## config.mk

```make
export PLATFORM = sky130hd
export DESIGN_NAME = systolic_result_drain_flat
export DESIGN_NICKNAME = d
export VERILOG_FILES = /design/src/rtl/systolic_result_drain_if.sv /design/src/rtl/systolic_result_drain.sv /design/src/flat_wrapper.sv
export SDC_FILE = /design/constraint.sdc
export NUM_CORES = 1
export LEC_CHECK = 0
export CAP_MARGIN = 20
export CORE_MARGIN = 2
export CORE_UTILIZATION = 53
export CTS_BUF_LIST = sky130_fd_sc_hd__clkbuf_16
export CTS_CLUSTER_DIAMETER = 40
export CTS_CLUSTER_SIZE = 28
export DETAILED_ROUTE_END_ITERATION = 16
export PLACE_DENSITY = 0.85
export SYNTH_ARGS = -nofsm -noshare
export SYNTH_HDL_FRONTEND = slang
export SYNTH_SLANG_ARGS = --single-unit
```

## constraint.sdc

```tcl
create_clock -name clk -period 3.2 [get_ports clk]
set_input_delay 0.96 -clock clk [delete_from_list [all_inputs] [get_ports clk]]
set_output_delay 0.96 -clock clk [all_outputs]
set_load 0.05 [all_outputs]
```

## src/rtl/systolic_result_drain_if.sv

```systemverilog
// Output stream bundle of the systolic result drain: one word per valid/ready handshake,
// tagged with its snapshot index and a last marker.
interface systolic_result_drain_if #(
  parameter int BIT_WIDTH   = 32,
  parameter int INDEX_WIDTH = 2
) ();
  logic                   out_valid;
  logic                   out_ready;
  logic [BIT_WIDTH-1:0]   out_data;
  logic [INDEX_WIDTH-1:0] out_index;
  logic                   out_last;

  modport master (
    output out_valid,
    output out_data,
    output out_index,
    output out_last,
    input  out_ready
  );

  modport slave (
    input  out_valid,
    input  out_data,
    input  out_index,
    input  out_last,
    output out_ready
  );
endinterface

```

## src/rtl/systolic_result_drain.sv

```systemverilog
// Captures a parallel snapshot of NUM_WORDS accumulator words on load and streams them out
// one per handshake, so the array can start its next computation while results drain.
module systolic_result_drain #(
  parameter int BIT_WIDTH   = 32,
  parameter int NUM_WORDS   = 4,
  parameter int INDEX_WIDTH = 2
) (
  input  logic                           clk,
  input  logic                           reset,
  input  logic                           load,
  input  logic [NUM_WORDS*BIT_WIDTH-1:0] data_in,
  output logic                           load_ready,
  output logic                           busy,
  output logic                           done,
  systolic_result_drain_if.master        out_bus
);

  typedef enum logic [0:0] {
    ST_IDLE  = 1'b0,
    ST_DRAIN = 1'b1
  } state_t;

  localparam logic [INDEX_WIDTH-1:0] LAST_IDX = INDEX_WIDTH'(NUM_WORDS - 1);
  localparam logic [INDEX_WIDTH-1:0] IDX_ONE  = INDEX_WIDTH'(1);
  localparam logic [INDEX_WIDTH-1:0] IDX_ZERO = INDEX_WIDTH'(0);

  state_t                 state_r;
  state_t                 next_state_s;
  logic                   load_accept_s;
  logic                   handshake_s;
  logic                   final_s;
  logic [INDEX_WIDTH-1:0] idx_r;
  logic [INDEX_WIDTH-1:0] idx_next_s;
  logic [BIT_WIDTH-1:0]   next_word_s;
  logic [BIT_WIDTH-1:0]   snap_r [NUM_WORDS];

  logic                   out_valid_r;
  logic [BIT_WIDTH-1:0]   out_data_r;
  logic                   out_last_r;
  logic                   busy_r;
  logic                   load_ready_r;
  logic                   done_r;

  // Next-state decode: load accepted only in IDLE, drain ends on the last word's handshake
  always_comb begin
    next_state_s  = state_r;
    load_accept_s = 1'b0;
    handshake_s   = 1'b0;
    final_s       = 1'b0;
    idx_next_s    = idx_r + IDX_ONE;
    case (state_r)
      ST_IDLE: begin
        if (load) begin
          load_accept_s = 1'b1;
          next_state_s  = ST_DRAIN;
        end else begin
          next_state_s  = ST_IDLE;
        end
      end
      ST_DRAIN: begin
        if (out_valid_r && out_bus.out_ready) begin
          handshake_s = 1'b1;
          if (idx_r == LAST_IDX) begin
            final_s      = 1'b1;
            next_state_s = ST_IDLE;
          end else begin
            next_state_s = ST_DRAIN;
          end
        end else begin
          next_state_s = ST_DRAIN;
        end
      end
      default: begin
        next_state_s = ST_IDLE;
      end
    endcase
  end

  // Word that follows the current one in the snapshot
  always_comb begin
    next_word_s = {BIT_WIDTH{1'b0}};
    for (int k = 0; k < NUM_WORDS; k++) begin
      if (idx_next_s == INDEX_WIDTH'(k)) begin
        next_word_s = snap_r[k];
      end else begin
        next_word_s = next_word_s;
      end
    end
  end

  // State register
  always_ff @(posedge clk) begin
    if (reset) begin
      state_r <= ST_IDLE;
    end else begin
      state_r <= next_state_s;
    end
  end

  // Snapshot, index and registered stream outputs; outputs are loaded one cycle ahead so
  // the next word appears right after a handshake with no bubble
  always_ff @(posedge clk) begin
    if (reset) begin
      snap_r       <= '{default: {BIT_WIDTH{1'b0}}};
      idx_r        <= IDX_ZERO;
      out_valid_r  <= 1'b0;
      out_data_r   <= {BIT_WIDTH{1'b0}};
      out_last_r   <= 1'b0;
      busy_r       <= 1'b0;
      load_ready_r <= 1'b1;
      done_r       <= 1'b0;
    end else begin
      out_valid_r  <= (next_state_s == ST_DRAIN);
      busy_r       <= (next_state_s == ST_DRAIN);
      load_ready_r <= (next_state_s == ST_IDLE);
      done_r       <= final_s;
      if (load_accept_s) begin
        for (int k = 0; k < NUM_WORDS; k++) begin
          snap_r[k] <= data_in[k*BIT_WIDTH +: BIT_WIDTH];
        end
        idx_r      <= IDX_ZERO;
        out_data_r <= data_in[BIT_WIDTH-1:0];
        out_last_r <= (LAST_IDX == IDX_ZERO);
      end else if (final_s) begin
        idx_r      <= IDX_ZERO;
        out_data_r <= {BIT_WIDTH{1'b0}};
        out_last_r <= 1'b0;
      end else if (handshake_s) begin
        idx_r      <= idx_next_s;
        out_data_r <= next_word_s;
        out_last_r <= (idx_next_s == LAST_IDX);
      end else begin
        idx_r      <= idx_r;
        out_data_r <= out_data_r;
        out_last_r <= out_last_r;
      end
    end
  end

  assign out_bus.out_valid = out_valid_r;
  assign out_bus.out_data  = out_data_r;
  assign out_bus.out_index = idx_r;
  assign out_bus.out_last  = out_last_r;
  assign busy              = busy_r;
  assign load_ready        = load_ready_r;
  assign done              = done_r;

endmodule

```

## src/flat_wrapper.sv

```systemverilog
// flat-port wrapper written by rule: the top's interface ports become plain ports
module systolic_result_drain_flat 
#(
  parameter int BIT_WIDTH   = 32,
  parameter int NUM_WORDS   = 4,
  parameter int INDEX_WIDTH = 2
)
  (clk, reset, load, data_in, load_ready, busy, done, out_bus_out_valid, out_bus_out_data, out_bus_out_index, out_bus_out_last, out_bus_out_ready);
  systolic_result_drain_if #(.BIT_WIDTH(BIT_WIDTH), .INDEX_WIDTH(INDEX_WIDTH)) out_bus_i ();
  input  logic clk;
  input  logic reset;
  input  logic load;
  input  logic [NUM_WORDS*BIT_WIDTH-1:0] data_in;
  output logic load_ready;
  output logic busy;
  output logic done;
  output wire logic [$bits(out_bus_i.out_valid)-1:0] out_bus_out_valid;
  output wire logic [$bits(out_bus_i.out_data)-1:0] out_bus_out_data;
  output wire logic [$bits(out_bus_i.out_index)-1:0] out_bus_out_index;
  output wire logic [$bits(out_bus_i.out_last)-1:0] out_bus_out_last;
  input wire logic [$bits(out_bus_i.out_ready)-1:0] out_bus_out_ready;
  assign out_bus_out_valid = out_bus_i.out_valid;
  assign out_bus_out_data = out_bus_i.out_data;
  assign out_bus_out_index = out_bus_i.out_index;
  assign out_bus_out_last = out_bus_i.out_last;
  assign out_bus_i.out_ready = out_bus_out_ready;
  systolic_result_drain #(.BIT_WIDTH(BIT_WIDTH), .NUM_WORDS(NUM_WORDS), .INDEX_WIDTH(INDEX_WIDTH)) u_core (.clk(clk), .reset(reset), .load(load), .data_in(data_in), .load_ready(load_ready), .busy(busy), .done(done), .out_bus(out_bus_i));
endmodule
```

# --- After elaboration in Yosys (flattened, before gate mapping) ---
# Index checks and enable logic that the tools add are counted.
# Widths: inputs -> output; s select.
word_totals:
  reg_bits: 166
op_classes:
  add_sub_neg: 1
  eq_ne: 4
  mux: 17
  bitwise: 2
  n_reduce_logical: 4
op_table:
  columns: ["op", "count"]
  rows:
  - ["$mux 32", 7]
  - ["$mux 1", 9]
  - ["$eq 2x2->1 const B", 3]
  - ["$reduce_bool 3->1", 1]
  - ["$reduce_or 3->1", 1]
  - ["$add 2x1->2 const B", 1]
  - ["$eq 2x1->1 const B", 1]
  - ["$logic_not 2->1", 1]
  - ["$not 1->1", 2]
  - ["$pmux 1 s2", 1]
  - ["$logic_and 1x1->1", 1]

# --- Longest topological paths before layout ---
logic_depth:
  word_depth: 9
  depth_mapped: 7

# --- Worst setup path before layout ---
# No wires, ideal clock.
synth_path:
  path_kind: "register -> register"
  startpoint: "register u_core.idx_r[0], in the netlist u_core.out_bus.out_index[0]"
  endpoint: "register u_core.out_data_r[18], in the netlist u_core.out_bus.out_data[18]"
  setup_ns: 0.092
  t_arrival_ns: 2.015
  required_time_ns: 3.108
  slack_ns: 1.093
  path_stages_with_launch: 7
  n_path_buf: 1
  cell_sequence: "dfxtp_1 -> inv_1 -> ha_1 -> nor3b_2 -> buf_2 -> a211oi_1 -> o32ai_1"
synth_via:
  elab_chain_cells: 9
  word_cells_on_any_way: 17
  cone_classes: "add/sub: 1; eq/ne: 4; mux: 10; reduce/logical: 2"
synth_lines:
  columns: ["item", "line", "text"]
  rows:
  - ["from (decl)", "systolic_result_drain.sv:32", "logic [INDEX_WIDTH-1:0] idx_r;"]
  - ["from (signal assigned)", "systolic_result_drain.sv:129", "idx_r <= idx_next_s;"]
  - ["from (signal assigned)", "systolic_result_drain.sv:133", "idx_r <= idx_r;"]
  - ["$add 2x1->2 (*)", "systolic_result_drain.sv:50", "idx_next_s = idx_r + IDX_ONE;"]
  - ["named net u_core.idx_next_s[0]", "systolic_result_drain.sv:33", "logic [INDEX_WIDTH-1:0] idx_next_s;"]
  - ["$logic_not 2->1", "systolic_result_drain.sv:83", "if (idx_next_s == INDEX_WIDTH'(k)) begin"]
  - ["$mux 32 (3 in series)", "systolic_result_drain.sv:83", null]
  - ["$mux 32 (*)", "systolic_result_drain.sv:83", null]
  - ["$mux 32 (*)", "systolic_result_drain.sv:128", "end else if (handshake_s) begin"]
  - ["$mux 32 (*)", "systolic_result_drain.sv:124", "end else if (final_s) begin"]
  - ["$mux 32 (*)", "systolic_result_drain.sv:117", "if (load_accept_s) begin"]
  - ["to (signal assigned)", "systolic_result_drain.sv:122", "out_data_r <= data_in[BIT_WIDTH-1:0];"]
  - ["to (signal assigned)", "systolic_result_drain.sv:126", "out_data_r <= {BIT_WIDTH{1'b0}};"]
  - ["to (signal assigned)", "systolic_result_drain.sv:130", "out_data_r <= next_word_s;"]
  - ["to (decl)", "systolic_result_drain.sv:38", "logic [BIT_WIDTH-1:0] out_data_r;"]
# Mark *: on every way through the listed nets, which the timed path passes. The rest lies on a longest branch. The select of a mux whose other input is x is not followed.
# A chain may end at the register's enable or synchronous reset.

# --- Worst setup path in the final report ---
layout_path:
  startpoint: "register u_core.out_valid_r, in the netlist u_core.out_bus.out_valid"
  endpoint: "output port out_bus_out_valid"
layout_lines:
  columns: ["item", "line", "text"]
  rows:
  - ["from (decl)", "systolic_result_drain.sv:37", "logic out_valid_r;"]
  - ["from (signal assigned)", "systolic_result_drain.sv:113", "out_valid_r <= (next_state_s == ST_DRAIN);"]
  - ["to (decl)", "flat_wrapper.sv:17", "output wire logic [$bits(out_bus_i.out_valid)-1:0] out_bus_out_valid;"]
# No word-level cell between the ends.

==> results <==
- The later pin in the worst-skew pair is clocked with a latency of 0.43 ns.
- The buffer type at the clock tree root is sky130_fd_sc_hd__clkbuf_16.
- The max-capacitance violation count is 0.
- The worst register-to-register path ends at u_core.out_bus.out_data[5].
- The number of pins with negative max-slew slack in the final report was 0.
- Gates resized during post-CTS repair numbered 0.
- The congestion estimate from routability-driven global placement came to 0.768.
- Setup total negative slack on the finished layout was measured at 0 ns.
- In the detailed route, the total length drawn on met2 is 8790 µm.
- The arithmetic-cell share of the synthesized area counting full adders, half adders and majority gates is 0.00743.
- Once layout is complete, the cells apart from fillers number 1136.
- The critical path is of the flop to primary output type.
- The number of levels the H-tree was split into is 4.
- In this run, the number of DRC markers left after iteration 0 of detailed routing was 784.
- The analysis attributes to net switching a power of 1.21 mW.
- The number of different library cells in the post-synthesis netlist is 29.
- The initial antenna violation count is 0.
- The number of global-route vias before repair was 5795.
- For this design, the sink count on the clock tree is 160.
- The number of warning messages in the yosys log is 0.
- Of the total power, the share spent switching nets is 0.258.
- The buffer and inverter count on the worst path is 1.
- The number of enable-type register cells in the synthesized netlist is 0.
- Of the total synthesized cell area, the portion taken by XOR and XNOR cells is 0.
- After synthesis the netlist holds a flip-flop and latch count of 160.
- Of the total power, registers draw 0.466.
- The core outline area is 12500 µm².
- The depth of the most critical reg-to-reg path is 5.
- Port buffering added 170 buffers.
- The number of hold violations in the final report was 0.
- The overall routed net length is 18500 µm.
- From bottom edge to top edge, the die measures 117 µm.
- The share of synthesized area in the top cell type comes to 0.476.
- The overall track demand over capacity in global routing is 0.272.
- Counting every instance in the synthesized netlist gives 826.
- The number of inserted filler cells in the final layout is 1037.
- The DRC violation count after routing is 0.
- The routed length on met1 is 8100 µm.
- The dominant combinational cell family by area after synthesis is compound AO/OA/AOI/OAI gates.
- Clock-pin slew was measured on the worst setup and hold paths at 0.06 ns.
- The commonest cells after synthesis are sky130_fd_sc_hd__nand2_1 (246), sky130_fd_sc_hd__dfxtp_1 (160), sky130_fd_sc_hd__a21oi_1 (142), sky130_fd_sc_hd__clkbuf_1 (45).
- The internal portion of the total power is 3.47 mW.
- The minimum clock period after layout is 2.97 ns.
- The slack of the worst reg-to-reg path is 0.91 ns.
- The maximum number of pins on one net before global-route repair is 160.
- The clock tree from TritonCTS is yes.
- Walking the worst path, the cells encountered are clkdlybuf4s50_1.
- The worst hold-check path type is flop to flop.
- Setup violations remaining at the end of the flow were counted as 0.
- The met3 wire length is 1150 µm.
- The aggregate global routing overflow is 0.
- The final standard cell area without fillers is 9040 µm².
- Summed over all nets, the half-perimeter wirelength after detailed placement is 11400 µm.
- The die covers 13600 µm².
- Headroom to the max-slew limit came out at 0.341.
- The number of instances on the worst hold path is 2.
- Sorting the synthesized cells by area gives the leading types as sky130_fd_sc_hd__dfxtp_1 (48%), sky130_fd_sc_hd__nand2_1 (14%), sky130_fd_sc_hd__a21oi_1 (11%).
- The final layout contains 1088 nets.
- The fraction of registers with async set/reset is 0.
- Data on the critical path arrives at its endpoint at 2.01 ns.
- Of the post-synthesis cell area, the part taken by muxes is 0.00149.
- The peak supply drop is 0.348 mV.
- The global-route wire length before repair is 29000 µm.
- The number of buffers inserted to repair setup after CTS is 0.
- The delay of the slowest critical-path stage is 0.91 ns.
- Pin placement for this block handled 171 I/O pins.
- The first detailed-routing pass ran for 5 iterations.
- The family with the most delay on the worst path is buffers and inverters.
- The number of standard-cell rows in the floorplan is 41.
- The die extent in x is 117 µm.
- The post-synth design cell area is 6740 µm².
- The most frequent cell after synthesis is sky130_fd_sc_hd__nand2_1.
- The combinational share of power is 0.153.
- sky130_fd_sc_hd__dfxtp_1 takes more of the synthesized area than any other cell.
- The prevailing post-synth register cell is sky130_fd_sc_hd__dfxtp_1.
- For this configuration, the core starts out at a cell density of 0.538.
- Data on the critical path is required at its endpoint by 2.24 ns.
- The maximum buffer depth of the clock tree is 2.
- The end point of the critical path is out_bus_out_valid.
- In this run the critical register-to-register path is launched from u_core.out_bus.out_index[0].
- The area growth from synthesis to layout is 34.2%.
- The via-per-instance ratio is 5.62.
- The maximum operating frequency is 337 MHz.
- The compound-cell area share of the yosys netlist is 0.244.
- The number of antenna diodes in the final layout is 0.
- The net count after synthesis is 962.
- For this run, the register share of the synthesized area comes to 0.476.
- In this run the number of cells on the critical path is 1.
- The nature of the critical path endpoint is a primary output.
- In the final routed layout, each cell accounts on average for 16.3 µm.
- Buffers inserted to repair hold after CTS numbered 0.
- The cell at the slowest stage of the critical path is sky130_fd_sc_hd__clkdlybuf4s50_1.
- The launching instance or port of the critical path is u_core.out_bus.out_valid.
- For this design the ratio of total power to cell area is 517 nW/µm².
- The average instance in the mapped netlist occupies 8.15 µm².
- The run finished with clean final reports.
- Of the total synthesized cell area, the portion taken by AND, OR, NAND and NOR gates is 0.216.
- Setup repair after global routing left no endpoint under its margin.
- The post-route clock skew is 0.0130 ns.
- The startpoint type of the worst setup path is a flop.
- Including well taps, the total number of placed cells is 1105.
- Of the cells placed in the final design, the portion with a size suffix greater than 1 is 0.0436.
- The analysis attributes to cell leakage a power of 3.57 nW.
- The count of nets left with antenna violations once routing finished came out at 0.
- The slew of the pin with the lowest slew margin is 0.968 ns.
- The fraction of the cycle the final worst path needs is 0.928.
- The highest signal layer in the routed design is met4.
- The overall via count from detail_route is 6379.
- Of the total power, the clock network draws 0.381.
- The number of buffers created by CTS is 17.
- In this run the worst path has a maximum fanout of 11.
- In this run the cell area measured after placement is 8530 µm².
-- placed cells by master, fill, tap and decap left out, types with 8 or more instances in the layout --
master,n
sky130_fd_sc_hd__inv_1,12
sky130_fd_sc_hd__nor2b_1,26
sky130_fd_sc_hd__nand2_1,246
sky130_fd_sc_hd__buf_4,8
sky130_fd_sc_hd__o32ai_1,26
sky130_fd_sc_hd__a21oi_1,142
sky130_fd_sc_hd__dfxtp_1,160
sky130_fd_sc_hd__a211oi_1,27
sky130_fd_sc_hd__a21o_1,26
sky130_fd_sc_hd__and3b_1,26
sky130_fd_sc_hd__a22oi_1,26
sky130_fd_sc_hd__clkbuf_16,17
sky130_fd_sc_hd__clkdlybuf4s50_1,169
-- power groups by stage --
stage	registers (mW)	logic, mW	clock network, mW
2_1_floorplan	2.30	0.307	0
3_3_place_gp	2.21	0.700	0
3_5_place_dp	2.22	0.709	0
4_1_cts	2.18	0.715	1.80
5_1_grt	2.19	0.770	1.90
6_report	2.18	0.714	1.78
-- logic make-up after synthesis --
kind of cell	count (synthesis)
flip-flops	160
buffers and inverters	85
adder cells (fa/ha/maj)	4
AND/OR/NAND/NOR	316
AO/OA/AOI/OAI	260
multiplexers	1
-- layer usage --
metal / up-vias / track usage
met5: - / 0
met4: 0 / 0.113
met3: 31 / 0.0467
met2: 244 / 0.437
met1: 3005 / 0.365
li1: 3099 / -
-- final cells by class --
cell class                      count  area, µm²  share of cell area
Sequential cell                   160       3200               0.354
Multi-Input combinational cell    581       3200               0.354
Timing Repair Buffer              183       1870               0.207
Clock buffer                       17        425              0.0471
Tap cell                          172        215              0.0238
Clock inverter                     14       85.1             0.00941
Inverter                            9       33.8             0.00374
-- worst reg2reg max path: stages (launching register included) --
cell and delay (ns):
sky130_fd_sc_hd__dfxtp_1 0.43, sky130_fd_sc_hd__ha_2 0.60, sky130_fd_sc_hd__buf_4 0.46, sky130_fd_sc_hd__and3b_1 0.25, sky130_fd_sc_hd__a211oi_1 0.23, sky130_fd_sc_hd__o32ai_1 0.14
-- state kept, by name (all words and copies together) (netlist names) --
register	cells
u_core.out_bus.out_data	32
u_core.done	1
u_core.snap_r	122
u_core.out_bus.out_index	2
u_core.load_ready	1
u_core.out_bus.out_last	1
u_core.out_bus.out_valid	1
-- worst min-delay path by stage --
stage / start / to / slack (ns)
final: u_core.snap_r[70] / u_core.snap_r[70] / 0.45
after global routing: u_core.snap_r[70] / u_core.snap_r[70] / 0.46
after CTS: u_core.snap_r[70] / u_core.snap_r[70] / 0.45
after detailed placement: u_core.snap_r[70] / u_core.snap_r[70] / 0.44
after global placement: u_core.snap_r[68] / u_core.snap_r[68] / 0.44
after floorplan: u_core.snap_r[65] / u_core.snap_r[65] / 0.43
-- through the flow --
step	hold WS, ns	power [mW]	utilization	worst slack, ns
finish	0.450	4.67	0.722	0.231
global route	0.463	4.85	0.722	0.150
CTS	0.450	4.69	0.722	0.219
detailed placement	0.442	2.92	0.681	0.350
global placement	0.439	2.91	0.681	0.416
floorplan	0.432	2.60	-	1.09
No activity file was read; power rests on OpenSTA's default activity.
